File: config.mk
export PLATFORM = sky130hd
export DESIGN_NAME = a2d_scan_intf_flat
export DESIGN_NICKNAME = d
export VERILOG_FILES = /design/src/rtl/a2d_scan_intf_if.sv /design/src/rtl/a2d_scan_intf.sv /design/src/flat_wrapper.sv
export SDC_FILE = /design/constraint.sdc
export NUM_CORES = 1
export LEC_CHECK = 0
export ABC_AREA = 1
export BUFFER_PORTS_ARGS = -buffer_cell sky130_fd_sc_hd__buf_4
export CAP_MARGIN = 30
export CORE_MARGIN = 8
export CORE_UTILIZATION = 55
export DETAILED_ROUTE_END_ITERATION = 10
export PLACE_DENSITY = 0.75
export REMOVE_ABC_BUFFERS = 1
export SETUP_SLACK_MARGIN = 0.02
export SYNTH_ARGS = -nofsm -noshare
export SYNTH_HDL_FRONTEND = slang
export SYNTH_SLANG_ARGS = --single-unit
File: constraint.sdc
create_clock -name clk -period 2.1 [get_ports clk]
set_input_delay 0.21 -clock clk [delete_from_list [all_inputs] [get_ports clk]]
set_output_delay 0.21 -clock clk [all_outputs]
set_load 0.01 [all_outputs]
File: src/rtl/a2d_scan_intf_if.sv
// Host scan controls, result read port and SPI link to the ADC, bundled.
// master: host / ADC environment side; slave: the scan engine.
interface a2d_scan_intf_if #(
  parameter int NUM_CHNL = 8,
  parameter int RES_W    = 12
);
  logic                strt_scan;
  logic [NUM_CHNL-1:0] chnl_mask;
  logic [2:0]          rd_chnl;
  logic [RES_W-1:0]    rd_res;
  logic                busy;
  logic                scan_cmplt;
  logic                SS_n;
  logic                SCLK;
  logic                MOSI;
  logic                MISO;

  modport master (
    output strt_scan, chnl_mask, rd_chnl, MISO,
    input  rd_res, busy, scan_cmplt, SS_n, SCLK, MOSI
  );

  modport slave (
    input  strt_scan, chnl_mask, rd_chnl, MISO,
    output rd_res, busy, scan_cmplt, SS_n, SCLK, MOSI
  );
endinterface

File: src/rtl/a2d_scan_intf.sv
// a2d_scan_intf: converts every channel set in a latched mask over an SPI
// ADC link (one discarded frame, then the result frame) and keeps one
// inverted result per channel in a combinationally read result file.
// Build macro A2D_AVG_EN: four result frames per channel, averaged.
//
// state | meaning
// IDLE  | waiting for strt_scan
// SEL   | pick lowest pending channel, or finish
// FRM1  | command frame, read data discarded
// GAP   | SS_n high for 2 clk between frames
// FRM2  | command frame, read data is the sample
// STORE | write result to the channel slot
// DONE  | raise scan_cmplt, drop busy
module a2d_scan_intf #(
  parameter int NUM_CHNL = 8,
  parameter int RES_W    = 12,
  parameter int SCLK_DIV = 32
) (
  input logic            clk,
  input logic            rst_n,
  a2d_scan_intf_if.slave bus
);
  localparam int HALF  = SCLK_DIV / 2;
  localparam int CNT_W = $clog2(HALF + 1);
  localparam logic [CNT_W-1:0] HALF_LD = CNT_W'(HALF - 1);
  localparam logic [CNT_W-1:0] GAP_LD  = CNT_W'(1);

  typedef enum logic [2:0] {IDLE, SEL, FRM1, GAP, FRM2, STORE, DONE} state_t;

  state_t              state_q, state_d;
  logic                busy_q, busy_d;
  logic                cmplt_q, cmplt_d;
  logic                ss_n_q, ss_n_d;
  logic                sclk_q, sclk_d;
  logic                mosi_q, mosi_d;
  logic [NUM_CHNL-1:0] pend_q, pend_d;
  logic [2:0]          chnl_q, chnl_d;
  logic [CNT_W-1:0]    cnt_q, cnt_d;
  logic [5:0]          seg_q, seg_d;
  logic [15:0]         tx_q, tx_d;
  logic [RES_W-1:0]    rx_q, rx_d;
  logic [RES_W-1:0]    res_q [NUM_CHNL];
  logic [RES_W-1:0]    res_d [NUM_CHNL];
  logic [2:0]          sel_idx;
  logic                frm_end;
  logic [RES_W-1:0]    store_val;
  logic [RES_W-1:0]    rd_res_c;
`ifdef A2D_AVG_EN
  logic [RES_W+1:0]    acc_q, acc_d;
  logic [1:0]          rep_q, rep_d;

  assign store_val = acc_q[RES_W+1:2];
`else
  assign store_val = ~rx_q;
`endif

  // Lowest pending channel in the latched mask.
  always_comb begin
    sel_idx = '0;
    for (int i = NUM_CHNL - 1; i >= 0; i--) begin
      if (pend_q[i]) sel_idx = 3'(i);
    end
  end

  // Next-state logic: scan sequencing plus the shared SPI frame engine.
  always_comb begin
    state_d = state_q;
    busy_d  = busy_q;
    cmplt_d = cmplt_q;
    ss_n_d  = ss_n_q;
    sclk_d  = sclk_q;
    mosi_d  = mosi_q;
    pend_d  = pend_q;
    chnl_d  = chnl_q;
    cnt_d   = cnt_q;
    seg_d   = seg_q;
    tx_d    = tx_q;
    rx_d    = rx_q;
    res_d   = res_q;
    frm_end = 1'b0;
`ifdef A2D_AVG_EN
    acc_d   = acc_q;
    rep_d   = rep_q;
`endif

    // A frame is 33 half-periods: lead-in, 16 low/high SCLK pairs; the last
    // high half doubles as the SS_n trailing time.
    if (state_q == FRM1 || state_q == FRM2) begin
      if (cnt_q != '0) begin
        cnt_d = cnt_q - CNT_W'(1);
      end else begin
        cnt_d = HALF_LD;
        if (seg_q == 6'd32) begin
          frm_end = 1'b1;
          ss_n_d  = 1'b1;
          mosi_d  = 1'b0;
        end else begin
          seg_d = seg_q + 6'd1;
          if (!seg_q[0]) begin
            sclk_d = 1'b0;
            mosi_d = tx_q[15];
            tx_d   = {tx_q[14:0], 1'b0};
          end else begin
            sclk_d = 1'b1;
            rx_d   = {rx_q[RES_W-2:0], bus.MISO};
          end
        end
      end
    end

    case (state_q)
      IDLE: begin
        if (bus.strt_scan) begin
          pend_d  = bus.chnl_mask;
          cmplt_d = 1'b0;
          busy_d  = 1'b1;
          state_d = SEL;
        end
      end
      SEL: begin
        if (pend_q != '0) begin
          chnl_d  = sel_idx;
          pend_d  = pend_q & (pend_q - NUM_CHNL'(1));
          ss_n_d  = 1'b0;
          sclk_d  = 1'b1;
          seg_d   = '0;
          cnt_d   = HALF_LD;
          tx_d    = {2'b00, sel_idx, 11'h000};
`ifdef A2D_AVG_EN
          acc_d   = '0;
          rep_d   = '0;
`endif
          state_d = FRM1;
        end else begin
          // Dropping busy here keeps an empty scan to a single busy cycle.
          busy_d  = 1'b0;
          state_d = DONE;
        end
      end
      FRM1: begin
        if (frm_end) begin
          cnt_d   = GAP_LD;
          state_d = GAP;
        end
      end
      GAP: begin
        if (cnt_q != '0) begin
          cnt_d = cnt_q - CNT_W'(1);
        end else begin
          ss_n_d  = 1'b0;
          seg_d   = '0;
          cnt_d   = HALF_LD;
          tx_d    = {2'b00, chnl_q, 11'h000};
          state_d = FRM2;
        end
      end
      FRM2: begin
        if (frm_end) begin
`ifdef A2D_AVG_EN
          acc_d = acc_q + {2'b00, ~rx_q};
          rep_d = rep_q + 2'd1;
          if (rep_q == 2'd3) begin
            state_d = STORE;
          end else begin
            cnt_d   = GAP_LD;
            state_d = GAP;
          end
`else
          state_d = STORE;
`endif
        end
      end
      STORE: begin
        for (int i = 0; i < NUM_CHNL; i++) begin
          if (chnl_q == 3'(i)) res_d[i] = store_val;
        end
        state_d = SEL;
      end
      DONE: begin
        cmplt_d = 1'b1;
        busy_d  = 1'b0;
        state_d = IDLE;
      end
      default: state_d = IDLE;
    endcase
  end

  // State and datapath registers; reset aborts any frame with SS_n high.
  always_ff @(posedge clk or negedge rst_n) begin
    if (!rst_n) begin
      state_q <= IDLE;
      busy_q  <= 1'b0;
      cmplt_q <= 1'b0;
      ss_n_q  <= 1'b1;
      sclk_q  <= 1'b1;
      mosi_q  <= 1'b0;
      pend_q  <= '0;
      chnl_q  <= '0;
      cnt_q   <= '0;
      seg_q   <= '0;
      tx_q    <= '0;
      rx_q    <= '0;
      res_q   <= '{default: '0};
`ifdef A2D_AVG_EN
      acc_q   <= '0;
      rep_q   <= '0;
`endif
    end else begin
      state_q <= state_d;
      busy_q  <= busy_d;
      cmplt_q <= cmplt_d;
      ss_n_q  <= ss_n_d;
      sclk_q  <= sclk_d;
      mosi_q  <= mosi_d;
      pend_q  <= pend_d;
      chnl_q  <= chnl_d;
      cnt_q   <= cnt_d;
      seg_q   <= seg_d;
      tx_q    <= tx_d;
      rx_q    <= rx_d;
      res_q   <= res_d;
`ifdef A2D_AVG_EN
      acc_q   <= acc_d;
      rep_q   <= rep_d;
`endif
    end
  end

  // Zero-latency result read; indices past NUM_CHNL read 0.
  always_comb begin
    rd_res_c = '0;
    for (int i = 0; i < NUM_CHNL; i++) begin
      if (bus.rd_chnl == 3'(i)) rd_res_c = res_q[i];
    end
  end

  assign bus.rd_res     = rd_res_c;
  assign bus.busy       = busy_q;
  assign bus.scan_cmplt = cmplt_q;
  assign bus.SS_n       = ss_n_q;
  assign bus.SCLK       = sclk_q;
  assign bus.MOSI       = mosi_q;
endmodule

File: src/flat_wrapper.sv
// flat-port wrapper written by rule: the top's interface ports become plain ports
module a2d_scan_intf_flat 
#(
  parameter int NUM_CHNL = 8,
  parameter int RES_W    = 12,
  parameter int SCLK_DIV = 32
)
  (clk, rst_n, bus_strt_scan, bus_chnl_mask, bus_rd_chnl, bus_MISO, bus_rd_res, bus_busy, bus_scan_cmplt, bus_SS_n, bus_SCLK, bus_MOSI);
  a2d_scan_intf_if #(.NUM_CHNL(NUM_CHNL), .RES_W(RES_W)) bus_i ();
  input logic clk;
  input logic rst_n;
  input wire logic [$bits(bus_i.strt_scan)-1:0] bus_strt_scan;
  input wire logic [$bits(bus_i.chnl_mask)-1:0] bus_chnl_mask;
  input wire logic [$bits(bus_i.rd_chnl)-1:0] bus_rd_chnl;
  input wire logic [$bits(bus_i.MISO)-1:0] bus_MISO;
  output wire logic [$bits(bus_i.rd_res)-1:0] bus_rd_res;
  output wire logic [$bits(bus_i.busy)-1:0] bus_busy;
  output wire logic [$bits(bus_i.scan_cmplt)-1:0] bus_scan_cmplt;
  output wire logic [$bits(bus_i.SS_n)-1:0] bus_SS_n;
  output wire logic [$bits(bus_i.SCLK)-1:0] bus_SCLK;
  output wire logic [$bits(bus_i.MOSI)-1:0] bus_MOSI;
  assign bus_i.strt_scan = bus_strt_scan;
  assign bus_i.chnl_mask = bus_chnl_mask;
  assign bus_i.rd_chnl = bus_rd_chnl;
  assign bus_i.MISO = bus_MISO;
  assign bus_rd_res = bus_i.rd_res;
  assign bus_busy = bus_i.busy;
  assign bus_scan_cmplt = bus_i.scan_cmplt;
  assign bus_SS_n = bus_i.SS_n;
  assign bus_SCLK = bus_i.SCLK;
  assign bus_MOSI = bus_i.MOSI;
  a2d_scan_intf #(.NUM_CHNL(NUM_CHNL), .RES_W(RES_W), .SCLK_DIV(SCLK_DIV)) u_core (.clk(clk), .rst_n(rst_n), .bus(bus_i));
endmodule
Yosys cells after proc, flatten, opt, wreduce, memory -nomap -nowiden. Cells that the tools add are included.

Memory bits (read-only): 0. Latch bits: 0. Output and inout port bits: 17. Bits in registers: 154. Memory bits (writable): 0. Memories kept: 0. Input port bits: 15. Logic and storage cells: 144.

Div/mod/pow operators: 0. Equal/unequal tests: 28. Magnitude comparators: 0. Reductions and logical operators: 24. Shift operators: 0. Muxes and demuxes: 65. Multiply operators: 0. Add/subtract/negate cells: 3. Bitwise operators: 4.

Operators with widths (count): $mux 12 (8); $mux 16 (6); $mux 3 (13); $eq 3x3->1 const B (11); $pmux 16 s2 (1); $mux 6 (5); $mux 5 (4); $reduce_and 2->1 (10); $mux 1 (19); $eq 3x2->1 const B (6); $pmux 3 s6 (1); $mux 8 (2); $pmux 8 s2 (1); $pmux 5 s3 (1); $not 12->12 (1); $pmux 6 s2 (1); $eq 3x1->1 const B (3); $logic_not 3->1 (3); $reduce_and 3->1 (3); $and 8x8->8 (1); $ne 2x2->1 const B (4); $reduce_and 4->1 (2); $reduce_bool 8->1 (1); $sub 8x1->8 const B (1); 11 further kinds (16).

Depth between registers and ports, before layout.
Depth in word-level cells: 10. Gate-level depth with buffers: 11. Gate-level depth less buffers: 10.

Least setup slack after synthesis. No wires, ideal clock.

Path kind: register -> register. From: register u_core.seg_q[0]. To: register u_core.rx_q[10]. Setup slack: 0.112 ns. Arrival time: 1.871 ns. Cell stages (with the launch flop): 12. Required time: 1.983 ns. Path through: dfrtp_1 -> buf_2 -> clkinv_1 -> clkbuf_1 -> ha_1 -> nand3_1 -> inv_1 -> nor2_4 -> nand2_1 -> buf_2 -> nand2_1 -> nand2_1.

Longest elaborated chain between the ends: 3.

RTL lines: start, declared (line a2d_scan_intf.sv:39) `logic [5:0] seg_q, seg_d;`; start signal, assigned (line a2d_scan_intf.sv:218) `seg_q <= seg_d;`; $eq 6x6->1 (line a2d_scan_intf.sv:93) `if (seg_q == 6'd32) begin`; $not 1->1 (no source line); $reduce_and 4->1 (no source line) *; end signal, assigned (line a2d_scan_intf.sv:220) `rx_q <= rx_d;`; end, declared (line a2d_scan_intf.sv:41) `logic [RES_W-1:0] rx_q, rx_d;`.

Every way passes the cells marked *; elsewhere a longest branch is shown, timed or not. A chain may end at the register's enable or synchronous reset.

Worst setup path in the final report.
From: register u_core.cnt_q[0]. To: register u_core.tx_q[10].

Longest elaborated chain between the ends: 5.

RTL lines: start, declared (line a2d_scan_intf.sv:38) `logic [CNT_W-1:0] cnt_q, cnt_d;`; start signal, assigned (line a2d_scan_intf.sv:217) `cnt_q <= cnt_d;`; $reduce_bool 5->1 * (line a2d_scan_intf.sv:89, a2d_scan_intf.sv:147); $mux 16 (line a2d_scan_intf.sv:89) `if (cnt_q != '0) begin`; $mux 16 (line a2d_scan_intf.sv:88) `if (state_q == FRM1 || state_q == FRM2) begin`; $mux 16 (on tied branches) (line a2d_scan_intf.sv:147, a2d_scan_intf.sv:121); $pmux 16 s2 * (line a2d_scan_intf.sv:111) `case (state_q)`; named net u_core.tx_d[10] (line a2d_scan_intf.sv:40) `logic [15:0] tx_q, tx_d;`; end signal, assigned (line a2d_scan_intf.sv:219) `tx_q <= tx_d;`; end, declared (line a2d_scan_intf.sv:40).

Mark *: on every way through the listed nets, which the timed path passes. The rest lies on a longest branch.

==> qor.csv <==
stage,metric,value,unit
floorplan,initial_utilization,55.60,%
final_layout,ff_latch_area,3856,um^2
floorplan,ios,32,
final_layout,fin_nets,942,
final_layout,multiInputGateArea,2923,um^2
detailed_routing,drt_wl_total,16.86,mm
sta,finalCritPeriodShare,90.27,%
pwr,clock_power_share,29.0,%
detailed_routing,firstDrtPassIters,4,
pwr,power_frac_comb,29.3,%
detailed_routing,wl_per_cell,15.16,um
floorplan,die_w,130.8,um
sta,skew,6.886,ps
place,io_buffer_count,31,
clock_network,cts.sinks,154,
setup_path,start_kind,flop,
synth,yosysWarnings,0,
setup_path,cp-end-kind,flop,
setup_path,critical_path_arrival,2240,ps
sta,drv_slew,0,
sta,hold_violations,0,
clock_network,cts-buffers-inserted,17,
clock_network,cts_buffer_depth,2,
final_layout,area_delta_synth_final,15.45,%
pwr,seqPwrFrac,41.7,%
pwr,peakVddDrop,710.1,uV
clock_network,clockRootBuffer,clkbuf_16,
synth,yosysTopAreaCell,dfrtp_1,
synth,ys_seq_area_share,53.22,%
pwr,swShare,35.16,%
synth,synth_cell_types,36,
clock_network,clkTransAtPathRegs,60,ps
clock_network,h-tree-depth,4,
global_route,antenna_found_initial,0,
sta,finalSetupViolations,0,
setup_path,path_class,flop to flop,
place,dp_hpwl,11.20,mm
synth,ys_async_sr_fraction,100.0,%
floorplan,rows,42,
place,gp_congestion,0.8715,
detailed_routing,vias,5921,
detailed_routing,viasPerCell,5.325,
pwr,p_total,10.40,mW
job,max-cap-violations,0,
synth,synth_edf_count,0,
final_layout,layout-drive-gt1-share,13.57,%
final_layout,fillers,1142,
pwr,p_int,6.744,mW
setup_path,crit_required,2450,ps
synth,syn_area_per_cell,8.169,um^2
setup_path,critPathMaxFanout,16,
global_route,grt-ovfl-total,0,
synth,synth_area,7246,um^2
synth,yosys-top-cells-area,"dfrtp_1 (52%), nand2_1 (12%), nor2_1 (5.8%)",
global_route,grt_pass1_wl,28.46,mm
floorplan,fp.dieArea,17100,um^2
synth,synth_seq_cells,154,
clock_network,cts_tree,done,
min_path,hold_path.class,input pin to flop,
sta,max_freq,527.5,MHz
detailed_routing,drc,0,
global_route,grt_pass1_vias,5770,
sta,fin_crit,1896,ps
global_route,grt_use_total,21.47,%
pwr,p_per_area,1243,nW/um^2
final_layout,final_cells,1112,
sta,tightest_slew,583.1,ps
run_status,outcome,"finished, final reports clean",
detailed_routing,ant_nets,0,
sta,rsz0062_at_grt,no,
pwr,p_leak,4.002,nW
pwr,power_switching,3.657,mW
setup_path,r2r_slack,200,ps
floorplan,fp.dieH,130.8,um
detailed_routing,drt_iter0_markers,410,
clock_network,clock_latency,430,ps
synth,syn_inst,887,
global_route,grt_max_degree,62,
synth,synth_ff_type,dfrtp_1,
sta,slew_headroom,61.13,%
floorplan,core_area,13030,um^2
synth,synth.top_cell.area_share,52.50,%
clock_network,post_cts_buffers,0,
final_layout,diodes,0,
place,place_inst,1074,
[what timing repair did]
item,in CTS,in global routing
hold endpoints to repair,61,0
resized for setup,0,2
hold buffers,6,0
endpoints found under the setup margin,0,14
[final timing paths]
check | startpoint | endpoint | cells after the start
min | bus_chnl_mask[0] | u_core.pend_q[0] | 3
max | u_core.cnt_q[0] | u_core.tx_q[10] | 9
max in group asynchronous | rst_n | u_core.bus.SS_n | 3
min in group asynchronous | rst_n | u_core.res_q[43] | 2
min reg2reg | u_core.bus.SS_n | u_core.bus.SS_n | 2
max reg2reg | u_core.cnt_q[0] | u_core.tx_q[10] | 9
[Yosys cell counts, types with 3 or more instances]
master    count
inv_2         5
a21oi_1      72
nor2_4        4
nor3_1        7
nand4_1      38
buf_6         4
a21oi_2       8
nand2_2       3
dfrtp_1     152
o21ai_1       6
inv_1        52
nor2_1      112
buf_2        17
nand3_1      49
clkbuf_1     18
nand2_1     236
o21ai_0      62
buf_1         9
ha_1          4
buf_4         3
nor2_2        5
[metrics by stage]
stage / hold WS [ps] / setup TNS (ps) / utilization [%] / instance area (um^2) / worst slack, ps
floorplan: -85.59 / -9542 / - / 6992 / -458.7
global placement: 233.7 / 0 / 59.23 / 7719 / 285.8
detailed placement: 232.7 / 0 / 59.23 / 7719 / 187.6
CTS: 3.836 / 0 / 64.15 / 8361 / 158.7
global route: 38.49 / 0 / 64.19 / 8366 / 43.41
finish: 14.69 / 0 / 64.19 / 8366 / 204.2
[per-layer routing]
layer	up-vias	wire [um]	GRT usage, %	part of all wire (%)
li1	2967	-	-	-
met1	2825	7615	27.49	45
met4	0	264	7.968	1.6
met3	19	641	3.653	3.8
met2	110	8340	35.92	49
met5	-	0	0	0
[final cells by class]
type | count | area share, %
tap | 176 | 2.632
inverter | 58 | 2.602
multi-input combinational | 624 | 34.94
timing repair buffer | 68 | 6.775
clock inverter | 10 | 1.406
clock buffer | 22 | 5.549
sequential | 154 | 46.10
[cell usage in the layout (no fill, tap or decap), drive strengths merged, types with 6 or more instances in the layout]
| cell | n |
|---|---|
| nor3 | 9 |
| nand3 | 52 |
| nand4 | 38 |
| a21oi | 81 |
| dfrtp | 152 |
| inv | 58 |
| o21ai | 68 |
| clkbuf | 22 |
| nand2 | 239 |
| nor2 | 121 |
| buf | 62 |
| dlygate4sd3 | 6 |
[power groups by stage]
stage	combinational, mW	sequential, mW	clock, mW
after floorplan	2.12	4.27	0
after global placement	2.95	4.35	0
after detailed placement	3.03	4.37	0
after CTS	3.06	4.33	3.05
after global routing	3.52	4.44	3.17
final	3.05	4.34	3.01
[cells by family after synthesis]
family	Yosys count	synth area share, %
xor+xnor	3	0.3627
flops	154	53.22
fa+ha+maj	4	0.6908
buf+inv	109	6.510
simple gates	461	27.65
compound gates	156	11.57
[critical path, stage by stage, from the launching register on]
cell and delay (ps):
dfrtp_1 390, inv_1 90, ha_1 210, nand2_1 80, nor2_2 160, nand3_4 130, nor2_4 230, buf_4 260
nand3_1 90, a21oi_1 170
[sequential cells by signal, summed over array words and instances (netlist names), 3 cells and up]
register	flops
u_core.seg_q	6
u_core.tx_q	16
u_core.rx_q	12
u_core.state_q	3
u_core.chnl_q	3
u_core.res_q	96
u_core.cnt_q	5
u_core.pend_q	8
(Power assumes the default switching activity.)
